`src/rtl/mult_ppg_csa_stage_if.sv`:
```
// Operand/result bundle for the partial-product + carry-save stage.
// Handshake rule (both sides): a transfer happens at a rising clk edge when
// valid and ready are both high; a producer holds valid and its payload
// stable until that edge, and ready may depend combinationally on the
// downstream ready.
interface mult_ppg_csa_stage_if #(
  parameter int WIDTH = 4,
  parameter int TAG_W = 4
);
  logic                 in_valid;
  logic                 in_ready;
  logic [WIDTH-1:0]     in_a;
  logic [WIDTH-1:0]     in_b;
  logic [TAG_W-1:0]     in_tag;
  logic                 out_valid;
  logic                 out_ready;
  logic [2*WIDTH-1:0]   row_s;
  logic [2*WIDTH-1:0]   row_c;
  logic [TAG_W-1:0]     out_tag;

  // Stage side: consumes operands, produces carry-save rows
  modport slave (
    input  in_valid, in_a, in_b, in_tag, out_ready,
    output in_ready, out_valid, row_s, row_c, out_tag
  );

  // Environment side: supplies operands, consumes rows
  modport master (
    output in_valid, in_a, in_b, in_tag, out_ready,
    input  in_ready, out_valid, row_s, row_c, out_tag
  );
endinterface

```
`src/rtl/mult_ppg_csa_stage.sv`:
```
// Unsigned multiplier front end: AND partial-product generation (stage P)
// followed by carry-save reduction to two rows (stage R). Two-deep elastic
// pipeline; (row_s + row_c) mod 2^(2*WIDTH) equals in_a * in_b.
module mult_ppg_csa_stage #(
  parameter int WIDTH = 4,
  parameter int TAG_W = 4
) (
  input  logic                  clk,
  input  logic                  rst_n,
  mult_ppg_csa_stage_if.slave   bus
);
  localparam int PW = 2 * WIDTH;

  // Stage valid flags
  logic vp_q, vp_d;
  logic vr_q, vr_d;

  // Stage P payload: shifted partial products and tag
  logic [PW-1:0]    pp_q [WIDTH];
  logic [PW-1:0]    pp_d [WIDTH];
  logic [TAG_W-1:0] tag_p_q, tag_p_d;

  // Stage R payload: the two carry-save rows and tag (these are the outputs)
  logic [PW-1:0]    row_s_q, row_s_d;
  logic [PW-1:0]    row_c_q, row_c_d;
  logic [TAG_W-1:0] tag_r_q, tag_r_d;

  // Flow-control terms
  logic adv_r;
  logic in_ready_c;
  logic accept;

  // Reduction results from the carry-save array
  logic [PW-1:0] red_s;
  logic [PW-1:0] red_c;
  logic [PW-1:0] csa_s;
  logic [PW-1:0] csa_c;

  // Per-stage advance: R takes P when R is empty or draining; P refills when it empties or moves on
  always_comb begin
    adv_r      = vp_q & (~vr_q | bus.out_ready);
    in_ready_c = ~vp_q | adv_r;
    accept     = bus.in_valid & in_ready_c;

    vp_d = vp_q;
    if (accept) begin
      vp_d = 1'b1;
    end else if (adv_r) begin
      vp_d = 1'b0;
    end

    vr_d = vr_q;
    if (adv_r) begin
      vr_d = 1'b1;
    end else if (bus.out_ready & vr_q) begin
      vr_d = 1'b0;
    end
  end

  // Partial-product generation: row j is in_a gated by in_b[j], placed at weight 2^j
  always_comb begin
    for (int j = 0; j < WIDTH; j++) begin
      pp_d[j] = pp_q[j];
      if (accept) begin
        pp_d[j] = {{WIDTH{1'b0}}, bus.in_a & {WIDTH{bus.in_b[j]}}} << j;
      end
    end
    tag_p_d = accept ? bus.in_tag : tag_p_q;
  end

  // Carry-save array: fold each partial product into the running (sum, carry) pair with a 3:2
  // compressor per bit; the first step has a zero carry row so it acts as a 2:2 half-adder layer.
  // The carry shift discards only weight 2^(2*WIDTH), which the mod-2^(2*WIDTH) result ignores.
  always_comb begin
    red_s = pp_q[0];
    red_c = '0;
    csa_s = '0;
    csa_c = '0;
    for (int j = 1; j < WIDTH; j++) begin
      csa_s = red_s ^ red_c ^ pp_q[j];
      csa_c = ((red_s & red_c) | (red_s & pp_q[j]) | (red_c & pp_q[j])) << 1;
      red_s = csa_s;
      red_c = csa_c;
    end
  end

  // Stage R load: capture the reduced rows when P advances, otherwise hold (covers back-pressure)
  always_comb begin
    row_s_d = row_s_q;
    row_c_d = row_c_q;
    tag_r_d = tag_r_q;
    if (adv_r) begin
      row_s_d = red_s;
      row_c_d = red_c;
      tag_r_d = tag_p_q;
    end
  end

  // Valid flags and output registers; reset discards anything in flight
  always_ff @(posedge clk or negedge rst_n) begin
    if (!rst_n) begin
      vp_q    <= 1'b0;
      vr_q    <= 1'b0;
      row_s_q <= '0;
      row_c_q <= '0;
      tag_r_q <= '0;
    end else begin
      vp_q    <= vp_d;
      vr_q    <= vr_d;
      row_s_q <= row_s_d;
      row_c_q <= row_c_d;
      tag_r_q <= tag_r_d;
    end
  end

  // Stage P payload needs no reset: it is only consumed while vp_q is set
  always_ff @(posedge clk) begin
    pp_q    <= pp_d;
    tag_p_q <= tag_p_d;
  end

  assign bus.in_ready  = in_ready_c;
  assign bus.out_valid = vr_q;
  assign bus.row_s     = row_s_q;
  assign bus.row_c     = row_c_q;
  assign bus.out_tag   = tag_r_q;
endmodule
```
`src/flat_wrapper.sv`:
```
// flat-port wrapper written by rule: the top's interface ports become plain ports
module mult_ppg_csa_stage_flat 
#(
  parameter int WIDTH = 4,
  parameter int TAG_W = 4
)
  (clk, rst_n, bus_in_valid, bus_in_a, bus_in_b, bus_in_tag, bus_out_ready, bus_in_ready, bus_out_valid, bus_row_s, bus_row_c, bus_out_tag);
  mult_ppg_csa_stage_if #(.WIDTH(WIDTH), .TAG_W(TAG_W)) bus_i ();
  input  logic clk;
  input  logic rst_n;
  input wire logic [$bits(bus_i.in_valid)-1:0] bus_in_valid;
  input wire logic [$bits(bus_i.in_a)-1:0] bus_in_a;
  input wire logic [$bits(bus_i.in_b)-1:0] bus_in_b;
  input wire logic [$bits(bus_i.in_tag)-1:0] bus_in_tag;
  input wire logic [$bits(bus_i.out_ready)-1:0] bus_out_ready;
  output wire logic [$bits(bus_i.in_ready)-1:0] bus_in_ready;
  output wire logic [$bits(bus_i.out_valid)-1:0] bus_out_valid;
  output wire logic [$bits(bus_i.row_s)-1:0] bus_row_s;
  output wire logic [$bits(bus_i.row_c)-1:0] bus_row_c;
  output wire logic [$bits(bus_i.out_tag)-1:0] bus_out_tag;
  assign bus_i.in_valid = bus_in_valid;
  assign bus_i.in_a = bus_in_a;
  assign bus_i.in_b = bus_in_b;
  assign bus_i.in_tag = bus_in_tag;
  assign bus_i.out_ready = bus_out_ready;
  assign bus_in_ready = bus_i.in_ready;
  assign bus_out_valid = bus_i.out_valid;
  assign bus_row_s = bus_i.row_s;
  assign bus_row_c = bus_i.row_c;
  assign bus_out_tag = bus_i.out_tag;
  mult_ppg_csa_stage #(.WIDTH(WIDTH), .TAG_W(TAG_W)) u_core (.clk(clk), .rst_n(rst_n), .bus(bus_i));
endmodule
```
`config.mk`:
```
export PLATFORM = sky130hd
export DESIGN_NAME = mult_ppg_csa_stage_flat
export DESIGN_NICKNAME = d
export VERILOG_FILES = /design/src/rtl/mult_ppg_csa_stage_if.sv /design/src/rtl/mult_ppg_csa_stage.sv /design/src/flat_wrapper.sv
export SDC_FILE = /design/constraint.sdc
export NUM_CORES = 1
export LEC_CHECK = 0
export CAP_MARGIN = 15
export CORE_MARGIN = 2
export CORE_UTILIZATION = 35
export CTS_CLUSTER_DIAMETER = 100
export CTS_CLUSTER_SIZE = 8
export DETAILED_ROUTE_END_ITERATION = 8
export PLACE_DENSITY = 0.63
export SYNTH_ARGS = -nofsm -noshare
export SYNTH_HDL_FRONTEND = slang
export SYNTH_SLANG_ARGS = --single-unit
```
`constraint.sdc`:
```
create_clock -name clk -period 2.8 [get_ports clk]
set_clock_uncertainty 0.2 [all_clocks]
set_input_delay 0.42 -clock clk [delete_from_list [all_inputs] [get_ports clk]]
set_output_delay 0.42 -clock clk [all_outputs]
set_load 0.01 [all_outputs]
```
==> results of run 1 <==
==> final timing paths <==
kind | startpoint | endpoint | slack [ps] | depth (start not counted)
setup / recovery | bus_out_ready | bus_in_ready | 580 | 3
hold / removal | u_core.pp_q[6] | u_core.bus.row_s[6] | 280 | 1
setup reg to reg | u_core.pp_q[19] | u_core.bus.row_s[3] | 660 | 5
hold reg to reg | u_core.pp_q[6] | u_core.bus.row_s[6] | 280 | 1
max in group asynchronous | rst_n | u_core.bus.row_c[6] | 1570 | 1
min in group asynchronous | rst_n | u_core.bus.row_s[6] | 370 | 1
==> layout make-up <==
type	count	share of cell area, %
timing repair buffer	32	15.7
multi-input combinational	51	24.3
inverter	19	3.52
sequential	36	49.4
clock buffer	8	3.95
tap	52	3.21
==> placed cells by master (no fill, tap or decap) <==
cell,synthesis,final
clkdlybuf4s50_1,0,31
edfxtp_1,20,20
inv_1,19,19
and2_1,17,17
dfrtp_1,16,16
mux2i_1,7,7
fa_1,6,6
conb_1,1,6
clkbuf_8,0,5
mux2_2,4,4
mux2_4,3,3
ha_1,3,3
clkbuf_1,0,3
nand3b_1,1,1
nand2b_4,1,1
nand2_4,1,1
nand2b_1,1,1
or2b_1,1,1
buf_4,6,1
==> power by group <==
group	switching, mW	internal (mW)
clock	0.161	0.176
sequential	0.0349	0.642
combinational	0.131	0.184
total	0.327	1.00
==> cell families after synthesis <==
logic type / count (synthesis) / share of synthesized area [%]
flip-flops: 36 / 62.1
AND/OR/NAND/NOR: 22 / 9.47
buffers and inverters: 26 / 8.46
other: 1 / 0.233
multiplexers: 14 / 9.94
adder cells (fa/ha/maj): 9 / 9.78
==> flip-flops by register name, summed over array words and instances (netlist names) <==
register              flops
u_core.bus.out_tag        4
u_core.bus.row_s          7
u_core.bus.row_c          3
u_core.vp_q               1
u_core.pp_q              16
u_core.bus.out_valid      1
u_core.tag_p_q            4
==> layer usage <==
metal  up-vias  routed length, µm  part of all wire (%)
li1        407                  -                     -
met1       401                897                    40
met2        24               1130                    50
met3         6                145                   6.4
met4         0                 79                   3.5
met5         -                  0                     0
==> worst max-delay path, cell delays in order <==
cell and delay, ps:
clkdlybuf4s50_1 480, nand3b_1 150, clkdlybuf4s50_1 550
==> per-stage QoR <==
stage	utilization [%]	worst slack [ps]	instances	power [mW]	cell area (µm²)
floorplan	-	731	113	0.847	1630
global placement	44.4	614	190	1.00	1950
detailed placement	44.4	569	190	1.01	1950
CTS	46.3	569	198	1.35	2030
global route	46.3	526	198	1.41	2030
finish	46.3	575	198	1.33	2030
==> flow_metrics.py, run 1 <==
metrics = {
    "grt": {
        "grt_max_degree": 21,
        "grt_pass1_vias": 815,
        "met2_usage_pct": 15.6,
        "grt.busiest_layer": "met2",
        "grt_use_met3_pct": 4.78,
        "grt.overflow.total": 0,
        "globalRouteMet1Util_pct": 12.2,
        "groute.usage.overall_pct": 10.4,
        "grt_pass1_wl_um": 3840,
        "grt_antenna_before_repair": 0,
    },
    "cts": {
        "clockRootBuffer": "clkbuf_8",
        "cts_made_buffers": 5,
        "clkSinkCount": 36,
        "tritoncts": "yes",
        "insertion_delay_ps": 280,
        "post-cts-setup-buffers": 0,
        "cts_hold_buf": 0,
        "cts_buffer_depth": 2,
        "htreeDepth": 2,
        "ctsResizeCount": 0,
        "clk_pin_slew_worst_paths_ps": 60,
    },
    "yosys": {
        "synth_edf_count": 20,
        "synth_top_area_share_pct": 37.3,
        "seq_area_frac_synth_pct": 62.1,
        "synth_cell_type_count": 17,
        "avgSynthCellArea_um2": 14.9,
        "synthArstFlopShare_pct": 44.4,
        "yosys_warnings": 0,
        "synthCells": 108,
        "yosys-top-cells-count": "edfxtp_1, inv_1, and2_1",
        "synth.cell_area_mm2": 0.00161,
        "synth_flop_cell": "edfxtp_1",
        "synth_seq_cells": 36,
        "yosysMostFrequentCell": "edfxtp_1",
        "synth_area_leaders": "edfxtp_1, dfrtp_1, fa_1",
        "synth_area_leader_cell": "edfxtp_1",
    },
    "route": {
        "drc_errors": 0,
        "detail_route.iter0.violations": 29,
        "drtAntennaViolNets": 0,
        "wl_per_cell_um": 11.4,
        "vias": 838,
        "routed_wl_um": 2250,
        "viasPerCell": 4.23,
        "first_pass_iters": 4,
    },
    "timing": {
        "slew_headroom_pct": 51.3,
        "timing.final.crit_share_pct": 79.4,
        "finalHoldViolations": 0,
        "tightest_slew_ps": 729,
        "fmax_mhz": 450,
        "fin_crit_ps": 2220,
        "setup_viol": 0,
        "fin_hold_ws_ps": 276,
        "rsz0062_at_grt": "false",
        "finalSetupTns_ps": 0,
        "drv_slew": 0,
    },
    "status": {
        "status": "complete, no violations",
    },
    "finish": {
        "nFillCells": 412,
        "diodes": 0,
        "seq_area_mm2": 0.00100,
        "drive_above_1_share_pct": 10.3,
        "nets": 170,
        "syn2layout_area_growth_pct": 25.9,
        "multi_input_area_um2": 493,
    },
    "worst_setup_path": {
        "worstSetupStartpointType": "input pin",
        "cp_data_required_time_ps": 2180,
        "cp-end-kind": "output port",
        "cp_max_fo": 3,
        "crit_arrival_ps": 1600,
        "path_class": "in -> out",
    },
    "power_and_ir_drop": {
        "cellLeakagePower_nw": 0.878,
        "peakVddDrop_mv": 0.260,
        "powerDensity_mw_per_mm2": 656,
    },
    "flow_run": {
        "cap_violations": 0,
    },
    "floorplan": {
        "initial_utilization_pct": 36.8,
        "core-area_mm2": 0.00438,
        "fp.dieW_um": 71.9,
        "io_pins": 38,
        "die_area_mm2": 0.00516,
        "die_y_um": 71.9,
        "core.rowCount": 24,
    },
    "worst_hold_path": {
        "holdCritPathClass": "reg -> reg",
    },
    "placed_design": {
        "port_buffers": 31,
        "dp_hpwl_um": 1750,
        "place_congestion": 0.738,
    },
}
No activity file was read; power rests on OpenSTA's default activity.
==> run 2, diff against run 1 <==
Clock period 2.8 ns to 2.15 ns, I/O delays scaled along.
==> run 2 against run 1 <==
Clock-buffer cell count decreased by 2. Global-route usage is 0.060 points higher. Via count increased by 0.84%. Cell count is the same. Clock power grew 30%. Critical path type is now reg -> reg. Largest power group unchanged.
==> flow_metrics.py, run 2 (synthesis results as in run 1) <==
metrics = {
    "worst_setup_path": {
        "critPathMaxStageDelay_ps": 530,
        "cp-end-kind": "flip-flop",
        "worstSetupStartpointType": "flip-flop",
        "worstRegToRegCells": 5,
        "path_class": "reg -> reg",
        "regToRegSetupSlack_ps": 70,
        "crit_path_cell_trace": "ha_1, fa_1, inv_1, fa_1, mux2i_1",
        "cp_data_required_time_ps": 2110,
        "regToRegEndpoint": "u_core.bus.row_s[4]",
        "timing.rr.start": "u_core.pp_q[27]",
        "cp_max_fo": 1,
        "worst_path_most_repeated_cell": "fa_1",
        "crit_arrival_ps": 2040,
        "cpMaxStageDelayCell": "fa_1",
    },
    "floorplan": {
        "initial_utilization_pct": 36.8,
        "core.rowCount": 24,
        "io_pins": 38,
        "fp.dieW_um": 71.9,
        "die_area_mm2": 0.00516,
        "core-area_mm2": 0.00438,
        "die_y_um": 71.9,
    },
    "timing": {
        "finalHoldViolations": 0,
        "rsz0062_at_grt": "false",
        "timing.final.crit_share_pct": 96.5,
        "fmax_mhz": 482,
        "setup_viol": 0,
        "fin_crit_ps": 2080,
        "slew_headroom_pct": 50.9,
        "finalSetupTns_ps": 0,
        "drv_slew": 0,
        "tightest_slew_ps": 734,
    },
    "power_and_ir_drop": {
        "cellLeakagePower_nw": 0.883,
        "finalPower_mw": 1.73,
        "powerDensity_mw_per_mm2": 849,
        "peakVddDrop_mv": 0.344,
    },
    "route": {
        "drc_errors": 0,
        "wl_per_cell_um": 12.0,
        "viasPerCell": 4.27,
        "drtAntennaViolNets": 0,
        "first_pass_iters": 4,
        "vias": 845,
        "routed_wl_um": 2370,
        "detail_route.iter0.violations": 21,
    },
    "cts": {
        "cts_buffer_depth": 2,
        "tritoncts": "yes",
        "clockRootBuffer": "clkbuf_8",
        "htreeDepth": 2,
        "cts_hold_buf": 0,
        "clk_pin_slew_worst_paths_ps": 70,
        "insertion_delay_ps": 280,
        "clkSinkCount": 36,
        "cts_made_buffers": 5,
    },
    "status": {
        "status": "complete, no violations",
    },
    "finish": {
        "diodes": 0,
        "nets": 170,
        "syn2layout_area_growth_pct": 26.6,
        "largest_register_ffs": 16,
        "final_cell_mix": "clkdlybuf4s50_1, edfxtp_1, inv_1",
        "drive_above_1_share_pct": 10.3,
        "nFillCells": 391,
        "top_register": "u_core.pp_q",
        "final_common_cell": "clkdlybuf4s50_1",
    },
    "grt": {
        "grt_pass1_vias": 857,
        "grt.overflow.total": 0,
        "grt_antenna_before_repair": 0,
        "grt_pass1_wl_um": 3910,
        "groute.usage.overall_pct": 10.5,
        "grt_max_degree": 21,
    },
    "worst_hold_path": {
        "holdCritPathClass": "in -> async",
    },
    "flow_run": {
        "cap_violations": 0,
    },
    "placed_design": {
        "place_congestion": 0.748,
        "port_buffers": 31,
        "dp_hpwl_um": 1760,
    },
}
-- run 2: changes by cell type in the layout (fill, tap and decap cells not counted), sizes merged --
cell    delta
clkbuf     -2
clkinv     +2
-- run 2: layout make-up --
| class | instances | area [µm²] | share of cell area, % |
|---|---|---|---|
| Sequential cell | 36 | 1000 | 49.0 |
| Timing Repair Buffer | 32 | 330 | 16.2 |
| Inverter | 19 | 71.3 | 3.49 |
| Multi-Input combinational cell | 51 | 493 | 24.2 |
| Clock buffer | 6 | 72.6 | 3.56 |
| Clock inverter | 2 | 7.51 | 0.368 |
| Tap cell | 52 | 65.1 | 3.19 |
-- run 2: layer usage --
layer | GRT usage (%) | wire length (µm) | vias up
li1 | - | - | 408
met4 | 4.40 | 14 | 0
met2 | 16.6 | 1230 | 23
met3 | 5.77 | 157 | 2
met1 | 11.8 | 968 | 412
met5 | 0 | 0 | -
-- run 2: critical path: cells and delay by family, from the launching register on --
kind	cells	cell delay [ps]
muxes	1	60
buffers and inverters	1	50
DFF	1	370
adders and majority gates	3	1270
-- run 2: timing repair --
| action | 4_1_cts | 5_1_grt |
|---|---|---|
| gates resized for setup | 0 | 0 |
| endpoints found under the setup margin | 0 | 1 |
| hold endpoints to repair | 0 | 0 |
| buffers inserted | 0 | 0 |
-- run 2: worst max path at each step --
stage,endpoint,cells past startpoint,slack (ps),from
floorplan,u_core.bus.row_s[3],5,80,u_core.pp_q[19]
global placement,u_core.bus.row_s[3],5,50,u_core.pp_q[19]
detailed placement,u_core.bus.row_s[3],5,30,u_core.pp_q[19]
CTS,u_core.bus.row_s[3],5,10,u_core.pp_q[19]
global route,u_core.bus.row_s[4],5,4,u_core.pp_q[27]
finish,u_core.bus.row_s[4],5,70,u_core.pp_q[27]
-- run 2: power breakdown --
part	leakage, nW	internal [mW]	switching [mW]
clock network	0.0403	0.220	0.217
logic	0.458	0.242	0.167
registers	0.385	0.836	0.0488
total	0.883	1.30	0.433
-- run 2: per-stage QoR --
step                util [%]  instance area, µm²  setup WS, ps  cells  hold slack, ps
CTS                     46.5                2040          11.7    198             281
detailed placement      44.7                1960          27.4    190             266
finish                  46.5                2040          74.5    198             276
global route            46.5                2040          3.65    198             299
global placement        44.7                1960          51.6    190             262
floorplan                  -                1630          81.3    113            -173
==> run 3, diff against run 2 <==
Settings changed: CORE_MARGIN 2 to default, GPL_TIMING_DRIVEN from default to 0.
==> run 3 against run 2 <==
First-iteration DRC count increased by 67%. Critical path depth unchanged. Clock power about the same. Sequential share of layout area decreased by 1.1 points. Global-route usage increased by 0.34 points. Sequential power about the same. Clock-buffer cell count increased by 1. Utilization increased by 1.1 points. Register-to-register slack improved by 20 ps. Setup slack improved by 15 ps. Routed wire length decreased by 2.9%. Cell area increased by 2.4%.
==> flow_metrics.py, run 3 (synthesis results as in run 1) <==
metrics = {
    "status": {
        "status": "complete, no violations",
    },
    "placed_design": {
        "place_worst_setup_slack_ps": -164,
        "place_congestion": 0.713,
        "dpl_cell_area_mm2": 0.00201,
        "dp_hpwl_um": 1770,
        "port_buffers": 31,
    },
    "worst_setup_path": {
        "crit_path_cell_trace": "ha_2, inv_2, fa_1, fa_1, mux2i_1",
        "crit_family": "adder cells",
        "path_depth": 5,
        "critical_path_buf_inv_count": 1,
        "cp_max_fo": 1,
        "cpMaxStageDelayCell": "fa_1",
        "worstSetupStartpointType": "flip-flop",
        "cp_data_required_time_ps": 2120,
        "worst_path_most_repeated_cell": "fa_1",
        "critPathLaunch": "u_core.pp_q[19]",
        "cp-end-kind": "flip-flop",
        "timing.rr.start": "u_core.pp_q[19]",
        "critPathMaxStageDelay_ps": 490,
        "path_class": "reg -> reg",
        "worstRegToRegCells": 5,
        "crit_arrival_ps": 2030,
    },
    "finish": {
        "final_cell_mix": "clkdlybuf4s50_1, edfxtp_1, inv_1",
        "drive_above_1_share_pct": 15.8,
        "multi_input_area_um2": 495,
        "nFillCells": 393,
        "largest_register_ffs": 16,
        "seq_area_mm2": 0.00100,
        "diodes": 0,
        "fin_area_mm2": 0.00209,
        "syn2layout_area_growth_pct": 29.7,
        "final_common_cell": "clkdlybuf4s50_1",
        "top_register": "u_core.pp_q",
        "nets": 176,
    },
    "grt": {
        "grt_pass1_vias": 896,
        "grt_antenna_before_repair": 0,
        "grt.overflow.total": 0,
        "grt_pass1_wl_um": 3860,
        "grt_max_degree": 21,
        "groute.usage.overall_pct": 10.8,
    },
    "timing": {
        "fmax_mhz": 485,
        "timing.final.crit_share_pct": 95.8,
        "fin_ws_ps": 89.6,
        "fin_crit_ps": 2060,
        "slew_headroom_pct": 42.3,
        "rsz0062_at_grt": "true",
        "drv_slew": 0,
        "finalHoldViolations": 0,
        "tightest_slew_ps": 866,
        "fin_hold_ws_ps": 271,
        "setup_viol": 0,
        "finalSetupTns_ps": 0,
    },
    "cts": {
        "clkSinkCount": 36,
        "htreeDepth": 2,
        "cts_buffer_depth": 2,
        "insertion_delay_ps": 280,
        "clk_pin_slew_worst_paths_ps": 70,
        "clockRootBuffer": "clkbuf_8",
        "post-cts-setup-buffers": 0,
        "tritoncts": "yes",
        "cts_made_buffers": 5,
    },
    "floorplan": {
        "io_pins": 38,
        "die_y_um": 69.9,
        "initial_utilization_pct": 36.8,
        "fp.dieW_um": 69.9,
        "die_area_mm2": 0.00488,
        "core-area_mm2": 0.00438,
        "core.rowCount": 24,
    },
    "power_and_ir_drop": {
        "finalPower_mw": 1.75,
        "powerDensity_mw_per_mm2": 836,
        "peakVddDrop_mv": 0.361,
        "cellLeakagePower_nw": 0.916,
    },
    "route": {
        "detail_route.iter0.violations": 35,
        "vias": 839,
        "wl_per_cell_um": 11.3,
        "drc_errors": 0,
        "first_pass_iters": 4,
        "viasPerCell": 4.11,
        "routed_wl_um": 2300,
        "drtAntennaViolNets": 0,
    },
    "flow_run": {
        "cap_violations": 0,
    },
    "worst_hold_path": {
        "holdCritPathClass": "in -> async",
    },
}
## run 3: metrics by stage
step	instances	util, %
4_1_cts	204	47.6
6_report	204	47.7
5_1_grt	204	47.7
3_3_place_gp	196	45.7
3_5_place_dp	196	45.7
2_1_floorplan	113	-
## run 3: timing repair
action | CTS | global route
hold buffers | 0 | 0
gates resized for setup | 0 | 2
setup endpoints to repair | 0 | 2
## run 3: path summary, 6_finish.rpt
path / to / slack [ps]
max: u_core.bus.row_s[3] / 90
min: u_core.bus.row_s[1] / 270
max reg2reg: u_core.bus.row_s[3] / 90
min reg2reg: u_core.bus.row_s[6] / 280
max in group asynchronous: u_core.bus.row_c[6] / 1010
min in group clk: u_core.bus.row_s[6] / 280
## run 3: area by class of cell
cell class | count | area share (%)
plain buffers | 7 | 3.11
clock buffers | 7 | 3.65
flip-flops and latches | 36 | 47.9
well taps | 52 | 3.11
repair buffers | 31 | 14.9
inverters | 19 | 3.41
clock inverters | 1 | 0.240
multi-input cells | 51 | 23.7
## run 3: report_power, final
part	switching, mW	leakage (nW)	internal [mW]
clock	0.213	0.0422	0.227
sequential	0.0474	0.385	0.837
combinational	0.172	0.489	0.252
## run 3: layer usage
metal	track usage, %	wire length, µm	up-vias
li1	-	-	415
met1	10.8	937	399
met2	18.2	1170	20
met3	3.75	138	5
met4	8.67	54	0
met5	0	0	-
